<file path="src/rtl/bb_uart_master_port_if.sv">
// rtl/bb_uart_master_port_if.sv - UART byte link and local bus master signals for the bridge master port
interface bb_uart_master_port_if #(
    parameter int ADDR_W = 13,
    parameter int DATA_W = 8
);
    logic [7:0]        u_rx_data;
    logic              u_rx_valid;
    logic [7:0]        u_tx_data;
    logic              u_tx_start;
    logic              u_tx_busy;
    logic              m_req;
    logic              m_mode;
    logic [ADDR_W-1:0] m_addr;
    logic [DATA_W-1:0] m_wdata;
    logic              m_done;
    logic [DATA_W-1:0] m_rdata;

    modport master (
        input  u_rx_data, u_rx_valid, u_tx_busy, m_done, m_rdata,
        output u_tx_data, u_tx_start, m_req, m_mode, m_addr, m_wdata
    );

    modport slave (
        output u_rx_data, u_rx_valid, u_tx_busy, m_done, m_rdata,
        input  u_tx_data, u_tx_start, m_req, m_mode, m_addr, m_wdata
    );
endinterface

</file>
<file path="src/rtl/bb_uart_master_port.sv">
// rtl/bb_uart_master_port.sv - reassembles 3-byte UART request frames into local bus transactions
module bb_uart_master_port #(
    parameter int BB_ADDR_WIDTH  = 13,
    parameter int DATA_WIDTH     = 8,
    parameter int TIMEOUT_CYCLES = 50000
) (
    input  logic                        clk,
    input  logic                        rstn,
    bb_uart_master_port_if.master       bus,
    output logic                        busy,
    output logic                        overrun
);
    localparam int CNT_W = (TIMEOUT_CYCLES > 1) ? $clog2(TIMEOUT_CYCLES) : 1;
    localparam logic [CNT_W-1:0] CNT_LAST = CNT_W'(TIMEOUT_CYCLES - 1);

    typedef enum logic [2:0] {
        IDLE    = 3'd0,
        RX_A1   = 3'd1,
        RX_D    = 3'd2,
        BUS     = 3'd3,
        TX      = 3'd4,
        TX_WAIT = 3'd5
    } state_t;

    state_t                   state_q, state_d;
    logic [CNT_W-1:0]         cnt_q, cnt_d;
    logic                     mode_q, mode_d;
    logic [BB_ADDR_WIDTH-1:0] addr_q, addr_d;
    logic [DATA_WIDTH-1:0]    wdata_q, wdata_d;
    logic [DATA_WIDTH-1:0]    rdata_q, rdata_d;
    logic                     seen_q, seen_d;
    logic                     ovr_q, ovr_d;
    logic                     tx_start;
    logic                     accepting;

    always_ff @(posedge clk or negedge rstn) begin
        if (!rstn) begin
            state_q <= IDLE;
            cnt_q   <= '0;
            mode_q  <= 1'b0;
            addr_q  <= '0;
            wdata_q <= '0;
            rdata_q <= '0;
            seen_q  <= 1'b0;
            ovr_q   <= 1'b0;
        end else begin
            state_q <= state_d;
            cnt_q   <= cnt_d;
            mode_q  <= mode_d;
            addr_q  <= addr_d;
            wdata_q <= wdata_d;
            rdata_q <= rdata_d;
            seen_q  <= seen_d;
            ovr_q   <= ovr_d;
        end
    end

    always_comb begin
        state_d   = state_q;
        cnt_d     = cnt_q;
        mode_d    = mode_q;
        addr_d    = addr_q;
        wdata_d   = wdata_q;
        rdata_d   = rdata_q;
        seen_d    = seen_q;
        ovr_d     = ovr_q;
        tx_start  = 1'b0;
        accepting = (state_q == IDLE) || (state_q == RX_A1) || (state_q == RX_D);

        if (bus.u_rx_valid && !accepting) begin
            ovr_d = 1'b1;
        end

        case (state_q)
            IDLE: begin
                cnt_d = '0;
                if (bus.u_rx_valid) begin
                    // Truncation keeps only the address-high field; mode and pad fall off the top.
                    mode_d  = bus.u_rx_data[7];
                    addr_d  = BB_ADDR_WIDTH'({bus.u_rx_data, 8'h00});
                    state_d = RX_A1;
                end
            end
            RX_A1: begin
                if (bus.u_rx_valid) begin
                    addr_d[7:0] = bus.u_rx_data;
                    cnt_d       = '0;
                    state_d     = RX_D;
                end else if (cnt_q == CNT_LAST) begin
                    cnt_d   = '0;
                    state_d = IDLE;
                end else begin
                    cnt_d = cnt_q + 1'b1;
                end
            end
            RX_D: begin
                if (bus.u_rx_valid) begin
                    wdata_d = DATA_WIDTH'(bus.u_rx_data);
                    cnt_d   = '0;
                    state_d = BUS;
                end else if (cnt_q == CNT_LAST) begin
                    cnt_d   = '0;
                    state_d = IDLE;
                end else begin
                    cnt_d = cnt_q + 1'b1;
                end
            end
            BUS: begin
                if (bus.m_done) begin
                    if (mode_q) begin
                        state_d = IDLE;
                    end else begin
                        rdata_d = bus.m_rdata;
                        state_d = TX;
                    end
                end
            end
            TX: begin
                if (!bus.u_tx_busy) begin
                    tx_start = 1'b1;
                    seen_d   = 1'b0;
                    state_d  = TX_WAIT;
                end
            end
            TX_WAIT: begin
                // The reply is only finished once the tx core has gone busy and then idle again.
                if (bus.u_tx_busy) begin
                    seen_d = 1'b1;
                end else if (seen_q) begin
                    seen_d  = 1'b0;
                    state_d = IDLE;
                end
            end
            default: begin
                state_d = IDLE;
            end
        endcase
    end

    assign bus.m_req      = (state_q == BUS);
    assign bus.m_mode     = mode_q;
    assign bus.m_addr     = addr_q;
    assign bus.m_wdata    = wdata_q;
    assign bus.u_tx_data  = 8'(rdata_q);
    assign bus.u_tx_start = tx_start;
    assign busy           = (state_q != IDLE);
    assign overrun        = ovr_q;
endmodule

</file>
<file path="src/flat_wrapper.sv">
// flat-port wrapper written by rule: the top's interface ports become plain ports
module bb_uart_master_port_flat 
#(
    parameter int BB_ADDR_WIDTH  = 13,
    parameter int DATA_WIDTH     = 8,
    parameter int TIMEOUT_CYCLES = 50000
)
  (clk, rstn, busy, overrun, bus_u_rx_data, bus_u_rx_valid, bus_u_tx_busy, bus_m_done, bus_m_rdata, bus_u_tx_data, bus_u_tx_start, bus_m_req, bus_m_mode, bus_m_addr, bus_m_wdata);
  bb_uart_master_port_if #(.ADDR_W((13)), .DATA_W(8)) bus_i ();
  input  logic clk;
  input  logic rstn;
  output logic busy;
  output logic overrun;
  input wire logic [$bits(bus_i.u_rx_data)-1:0] bus_u_rx_data;
  input wire logic [$bits(bus_i.u_rx_valid)-1:0] bus_u_rx_valid;
  input wire logic [$bits(bus_i.u_tx_busy)-1:0] bus_u_tx_busy;
  input wire logic [$bits(bus_i.m_done)-1:0] bus_m_done;
  input wire logic [$bits(bus_i.m_rdata)-1:0] bus_m_rdata;
  output wire logic [$bits(bus_i.u_tx_data)-1:0] bus_u_tx_data;
  output wire logic [$bits(bus_i.u_tx_start)-1:0] bus_u_tx_start;
  output wire logic [$bits(bus_i.m_req)-1:0] bus_m_req;
  output wire logic [$bits(bus_i.m_mode)-1:0] bus_m_mode;
  output wire logic [$bits(bus_i.m_addr)-1:0] bus_m_addr;
  output wire logic [$bits(bus_i.m_wdata)-1:0] bus_m_wdata;
  assign bus_i.u_rx_data = bus_u_rx_data;
  assign bus_i.u_rx_valid = bus_u_rx_valid;
  assign bus_i.u_tx_busy = bus_u_tx_busy;
  assign bus_i.m_done = bus_m_done;
  assign bus_i.m_rdata = bus_m_rdata;
  assign bus_u_tx_data = bus_i.u_tx_data;
  assign bus_u_tx_start = bus_i.u_tx_start;
  assign bus_m_req = bus_i.m_req;
  assign bus_m_mode = bus_i.m_mode;
  assign bus_m_addr = bus_i.m_addr;
  assign bus_m_wdata = bus_i.m_wdata;
  bb_uart_master_port #(.BB_ADDR_WIDTH(BB_ADDR_WIDTH), .DATA_WIDTH(DATA_WIDTH), .TIMEOUT_CYCLES(TIMEOUT_CYCLES)) u_core (.clk(clk), .rstn(rstn), .bus(bus_i), .busy(busy), .overrun(overrun));
endmodule
</file>
<file path="config.mk">
export PLATFORM = sky130hd
export DESIGN_NAME = bb_uart_master_port_flat
export DESIGN_NICKNAME = d
export VERILOG_FILES = /design/src/rtl/bb_uart_master_port_if.sv /design/src/rtl/bb_uart_master_port.sv /design/src/flat_wrapper.sv
export SDC_FILE = /design/constraint.sdc
export NUM_CORES = 1
export LEC_CHECK = 0
export ABC_CLOCK_PERIOD_IN_PS = 3720
export CORE_MARGIN = 1
export CORE_UTILIZATION = 45
export DETAILED_ROUTE_END_ITERATION = 12
export MAX_ROUTING_LAYER = met4
export PLACE_DENSITY = 0.7
export SYNTH_ARGS = -nofsm -noshare
export SYNTH_HDL_FRONTEND = slang
export SYNTH_SLANG_ARGS = --single-unit
</file>
<file path="constraint.sdc">
create_clock -name clk -period 3.72 [get_ports clk]
set_input_delay 0.744 -clock clk [delete_from_list [all_inputs] [get_ports clk]]
set_output_delay 0.744 -clock clk [all_outputs]
set_load 0.01 [all_outputs]
</file>
Word level (Yosys, flattened, before mapping)
Cells that the tools add are included.
Word-level totals
  register bits: 51
  word-level logic and storage cells: 60
Cells by class
  $add $sub $neg: 1
  equal/unequal tests: 12
  multiplexer cells: 21
  bitwise logic cells: 1
  reductions and logical operators: 16
Operators by type and width (count)
  16-bit 2-to-1 mux: 2
  16-bit case mux with 2 select lines: 1
  3-bit 2-to-1 mux: 9
  3-bit case mux with 6 select lines: 1
  16-bit by 1-bit adder with 16-bit output, second input constant: 1
  16-bit equality test, second input constant: 1
  8-bit 2-to-1 mux: 2
  8-bit case mux with 2 select lines: 1
  2-bit != test, second input constant: 5
  3-bit by 2-bit equality test with 1-bit output, second input constant: 2
  3-bit equality test, second input constant: 2
  2-bit AND reduction: 3
  3-bit AND reduction: 2
  2-bit nonzero test: 3
  5-bit AND reduction: 1
  1-bit 2-to-1 mux: 4
  3-bit by 1-bit equality test with 1-bit output, second input constant: 1
  3-bit logical NOT: 1
  3-bit nonzero test: 1
  1-bit logical OR: 2
  2-bit by 1-bit != test with 1-bit output, second input constant: 1
  1-bit case mux with 2 select lines: 1
  2-bit OR reduction: 1
  1-bit logical AND: 1
  2 further kinds: 2

Logic depth before layout (Yosys ltp)
  word-level depth: 5
  mapped depth: 7

Worst setup path before layout
Ideal clock, no wire load.
  path type: register to register
  start point: register u_core.cnt_q[4]
  end point: register u_core.cnt_q[15]
  library setup time: 126 ps
  data arrival time: 1985 ps
  slack: 1609 ps
  cell stages (with the launch flop): 6
  path buffers: 1
  cell sequence: dfrtp_1 > or4b_1 > or4_1 > buf_2 > and2_4 > a221o_1
Between the ends
  word-level cells in the longest chain between the ends: 4
  elaborated cells on any way between the ends: 5
  those cells by class: add/sub: 1; eq/ne: 1; mux: 3
Ends and longest elaborated chain
  start, declared: RTL line bb_uart_master_port.sv:26  | logic [CNT_W-1:0] cnt_q, cnt_d;
  start signal, assigned: RTL line bb_uart_master_port.sv:48  | cnt_q <= cnt_d;
  16-bit by 1-bit adder with 16-bit output or 16-bit equality test (tied branches)
  16-bit 2-to-1 mux *: RTL line bb_uart_master_port.sv:89, bb_uart_master_port.sv:101
  16-bit 2-to-1 mux *: RTL line bb_uart_master_port.sv:85  | if (bus.u_rx_valid) begin
  16-bit case mux with 2 select lines *: RTL line bb_uart_master_port.sv:74  | case (state_q)
Every way passes the cells marked *; elsewhere a longest branch is shown, timed or not.
A chain may end at the register's enable or synchronous reset.

Worst setup path after layout
  start point: register u_core.state_q[0]
  end point: output port bus_m_req
Between the ends
  word-level cells in the longest chain between the ends: 1
Ends and longest elaborated chain
  start, declared: RTL line bb_uart_master_port.sv:25  | state_t state_q, state_d;
  start signal, assigned: RTL line bb_uart_master_port.sv:47  | state_q <= state_d;
  3-bit by 2-bit equality test with 1-bit output: RTL line bb_uart_master_port.sv:140  | assign bus.m_req = (state_q == BUS);
  end, declared: RTL line flat_wrapper.sv:21  | output wire logic [$bits(bus_i.m_req)-1:0] bus_m_req;
Every way passes these cells.

==> summary.md <==
| Metric | Value |
|---|---|
| First-pass GRT wire length | `8820 µm` |
| Worst hold path type | `input port to async pin` |
| Largest delay contributor family on the critical path | `flip-flops` |
| Layout Nets | `297` |
| Std-Cell Core Area | `0.00511 mm²` |
| Yosys warns | `0` |
| Synth Cell Area | `0.00238 mm²` |
| Largest net degree at the start of global routing | `29` |
| Final worst slack | `0.960 ns` |
| Layout Cells excl Fill | `346` |
| DR DRC count | `0` |
| Ys async rst share | `1.00` |
| Area of the multi-input gates | `0.00104 mm²` |
| Clock root cell | `clkbuf_8` |
| Critical path class | `flip-flop to output pin` |
| WP data arrival | `2.02 ns` |
| Final HPWL DP | `3620 µm` |
| Full die area | `0.00559 mm²` |
| Top Ports | `55` |
| Ant diodes | `0` |
| Clk_lat worst skew | `0.30 ns` |
| Number of flops mapped to enable cells by yosys | `0` |
| Setup TNS | `0 ns` |
| DR pass1 iterations | `4` |
| Final Hold Vio Count | `0` |
| PD cells | `730 mW/mm²` |
| Synth unique cells | `41` |
| Vias per std cell | `5.50` |
| Storage cell area | `0.00128 mm²` |
| Status | `finished, final reports clean` |
| Critical-path top delay cell | `dfrtp_1` |
| Yosys reg bits | `51` |
| Vias in the first global route | `1826` |
| Clock transition at the registers of the reported paths | `0.10 ns` |
| Initial Util | `0.467` |
| Die height | `74.8 µm` |
| Int Pwr | `0.00147 W` |
| Starting DRT DRC Count | `111` |
| Sequential area share after synthesis | `0.535` |
| Setup crit start kind | `flip-flop` |
| Worst Setup End Kind | `output pin` |
| Critical path buffer and inverter count | `1` |
| Via count | `1902` |
| Max cap viols | `0` |
| Maximum clock insertion buffer count | `2` |
| Comb pwr share | `0.448` |
| Total track usage | `0.216` |
| Critical Path RT | `2.98 ns` |
| Clock share of power | `0.148` |
| PortBufs | `54` |
| GPL Wtd Cong | `0.848` |
| Sw Ratio | `0.351` |
| Critical path, cell by cell | `nand2_1 -> nor2_1 -> clkdlybuf4s50_1` |
| Post-Synthesis Cells | `221` |
| ANT nets after route | `0` |
| Grt ovf | `0` |
| R2R Path Start | `u_core.cnt_q[0]$_DFFE_PN0P_` |
| Placed cell count | `338` |
| Fin. max-slew vios | `0` |
| Layout cells sized above 1 | `0.149` |
| TritonCTS Buffers | `5` |
| Post-CTS sizing | `0` |
| Place WS | `0.986 ns` |
| Clock sinks | `51` |
| CP startpoint | `u_core.state_q[0]$_DFFE_PN0P_` |
| Post-CTS setup buffer count | `0` |
| Area grow syn2layout | `29.9%` |
| Row cnt | `26` |
| Syn nets | `243` |
| Leakage | `1.23 nW` |
| Final min period | `2.76 ns` |
| Worst path max stage delay | `0.80 ns` |
| Slew margin rel. | `0.469` |
| CTS H-tree lvls | `2` |
| Synth Flop Type | `dfrtp_1` |
| CTS tree | `built` |
| Hold_buf cts | `0` |
| Avg WL per Cell | `14.8 µm` |
| Worst Max-Slew Pin Slew | `0.796 ns` |
| Syn Area/Cell | `10.8 µm²` |
| Share of total power in sequential cells | `0.404` |
| Switch Pwr | `0.000793 W` |
| Worst Path Max Fanout | `21` |
| Antenna violations before repair | `0` |
| Max Fclk | `362 MHz` |
| RSZ-0062 raised after global routing | `false` |
| Peak supply drop | `392 µV` |
| DRT Wirelength | `5130 µm` |
| Fillers | `458` |
| Layout Skew | `0.0101 ns` |
| Fin crit share | `0.742` |
| Final setup viols | `0` |
| Chip width | `74.8 µm` |
-- metal layers --
layer | vias up | part of all wire | GRT usage
li1 | 931 | - | -
met1 | 924 | 0.49 | 0.297
met2 | 42 | 0.47 | 0.324
met3 | 5 | 0.034 | 0.0428
met5 | - | 0 | -
met4 | 0 | 0.0097 | 0.0629
-- state kept, by name, summed over array words and instances (netlist names) --
name                  cells
u_core.bus.m_mode         1
u_core.bus.m_addr        13
u_core.bus.u_tx_data      8
u_core.cnt_q             16
u_core.overrun            1
u_core.seen_q             1
u_core.state_q            3
u_core.bus.m_wdata        8
-- stage by stage --
stage / total power (W) / util / cell area, µm² / hold slack (ns)
2_1_floorplan: 0.00143 / - / 2380 / 0.448
3_3_place_gp: 0.00193 / 0.587 / 3000 / 0.460
3_5_place_dp: 0.00194 / 0.587 / 3000 / 0.472
4_1_cts: 0.00229 / 0.606 / 3100 / 0.428
5_1_grt: 0.00242 / 0.606 / 3100 / 0.466
6_report: 0.00226 / 0.606 / 3100 / 0.426
-- cells in the final DEF, fill, tap and decap left out, types with 3 or more instances in the layout --
cell / netlist / routed
clkdlybuf4s50_1: 0 / 53
dfrtp_1: 51 / 51
nand2_1: 29 / 29
mux2_2: 22 / 22
a31oi_1: 18 / 18
o21ai_0: 12 / 12
nand3_1: 10 / 10
inv_1: 7 / 7
clkbuf_8: 0 / 6
a21oi_1: 5 / 5
nor2_1: 4 / 4
nand4_1: 4 / 4
or4_1: 4 / 4
buf_4: 0 / 4
nor4_1: 3 / 3
o31a_1: 3 / 3
-- kinds of logic (layout without fill, tap and decap cells) --
| group | count (synthesis) | in the layout | share of synthesized area |
|---|---|---|---|
| fa+ha+maj | 1 | 1 | 0.00525 |
| compound gates | 51 | 51 | 0.140 |
| flops | 51 | 51 | 0.535 |
| simple gates | 74 | 74 | 0.170 |
| xor+xnor | 2 | 2 | 0.00735 |
| buf+inv | 18 | 73 | 0.0299 |
| mux | 24 | 24 | 0.112 |
-- worst paths after layout --
path                                                endpoint  slack, ns  cells after the start
max                                                bus_m_req       0.96                      3
min                             u_core.cnt_q[12]$_DFFE_PN0P_       0.43                      1
max reg2reg                     u_core.cnt_q[15]$_DFFE_PN0P_       1.07                      5
min reg2reg                 u_core.bus.m_addr[7]$_DFFE_PN0P_       0.49                      2
max in group asynchronous  u_core.bus.m_wdata[3]$_DFFE_PN0P_       2.53                      2
min in group clk            u_core.bus.m_addr[7]$_DFFE_PN0P_       0.49                      2
-- cell type report --
type	count	share of cell area
clock buffer	6	0.0267
clock inverter	2	0.00525
inverter	7	0.00849
multi-input combinational	152	0.336
sequential	51	0.412
tap	70	0.0283
timing repair buffer	58	0.183
-- synth_stat cells (3+ instances only) --
cell type,n,area [µm²]
dfrtp_1,51,1280
nand2_1,29,109
mux2_2,22,248
a31oi_1,18,113
o21ai_0,12,60.1
nand3_1,10,50.1
inv_1,7,26.3
clkbuf_1,6,22.5
a21oi_1,5,25.0
nand4_1,4,25.0
nor2_1,4,15.0
or4_1,4,30.0
buf_2,3,15.0
nor3_1,3,15.0
nor4_1,3,18.8
o31a_1,3,26.3
-- power by group through the flow --
stage | registers [W] | clock network (W) | logic [W]
after floorplan | 0.000941 | 0 | 0.000488
after global placement | 0.000919 | 0 | 0.00101
after detailed placement | 0.000923 | 0 | 0.00102
after CTS | 0.000913 | 0.000352 | 0.00102
after global routing | 0.000947 | 0.000364 | 0.00111
final | 0.000913 | 0.000333 | 0.00101
(Power assumes the default switching activity.)
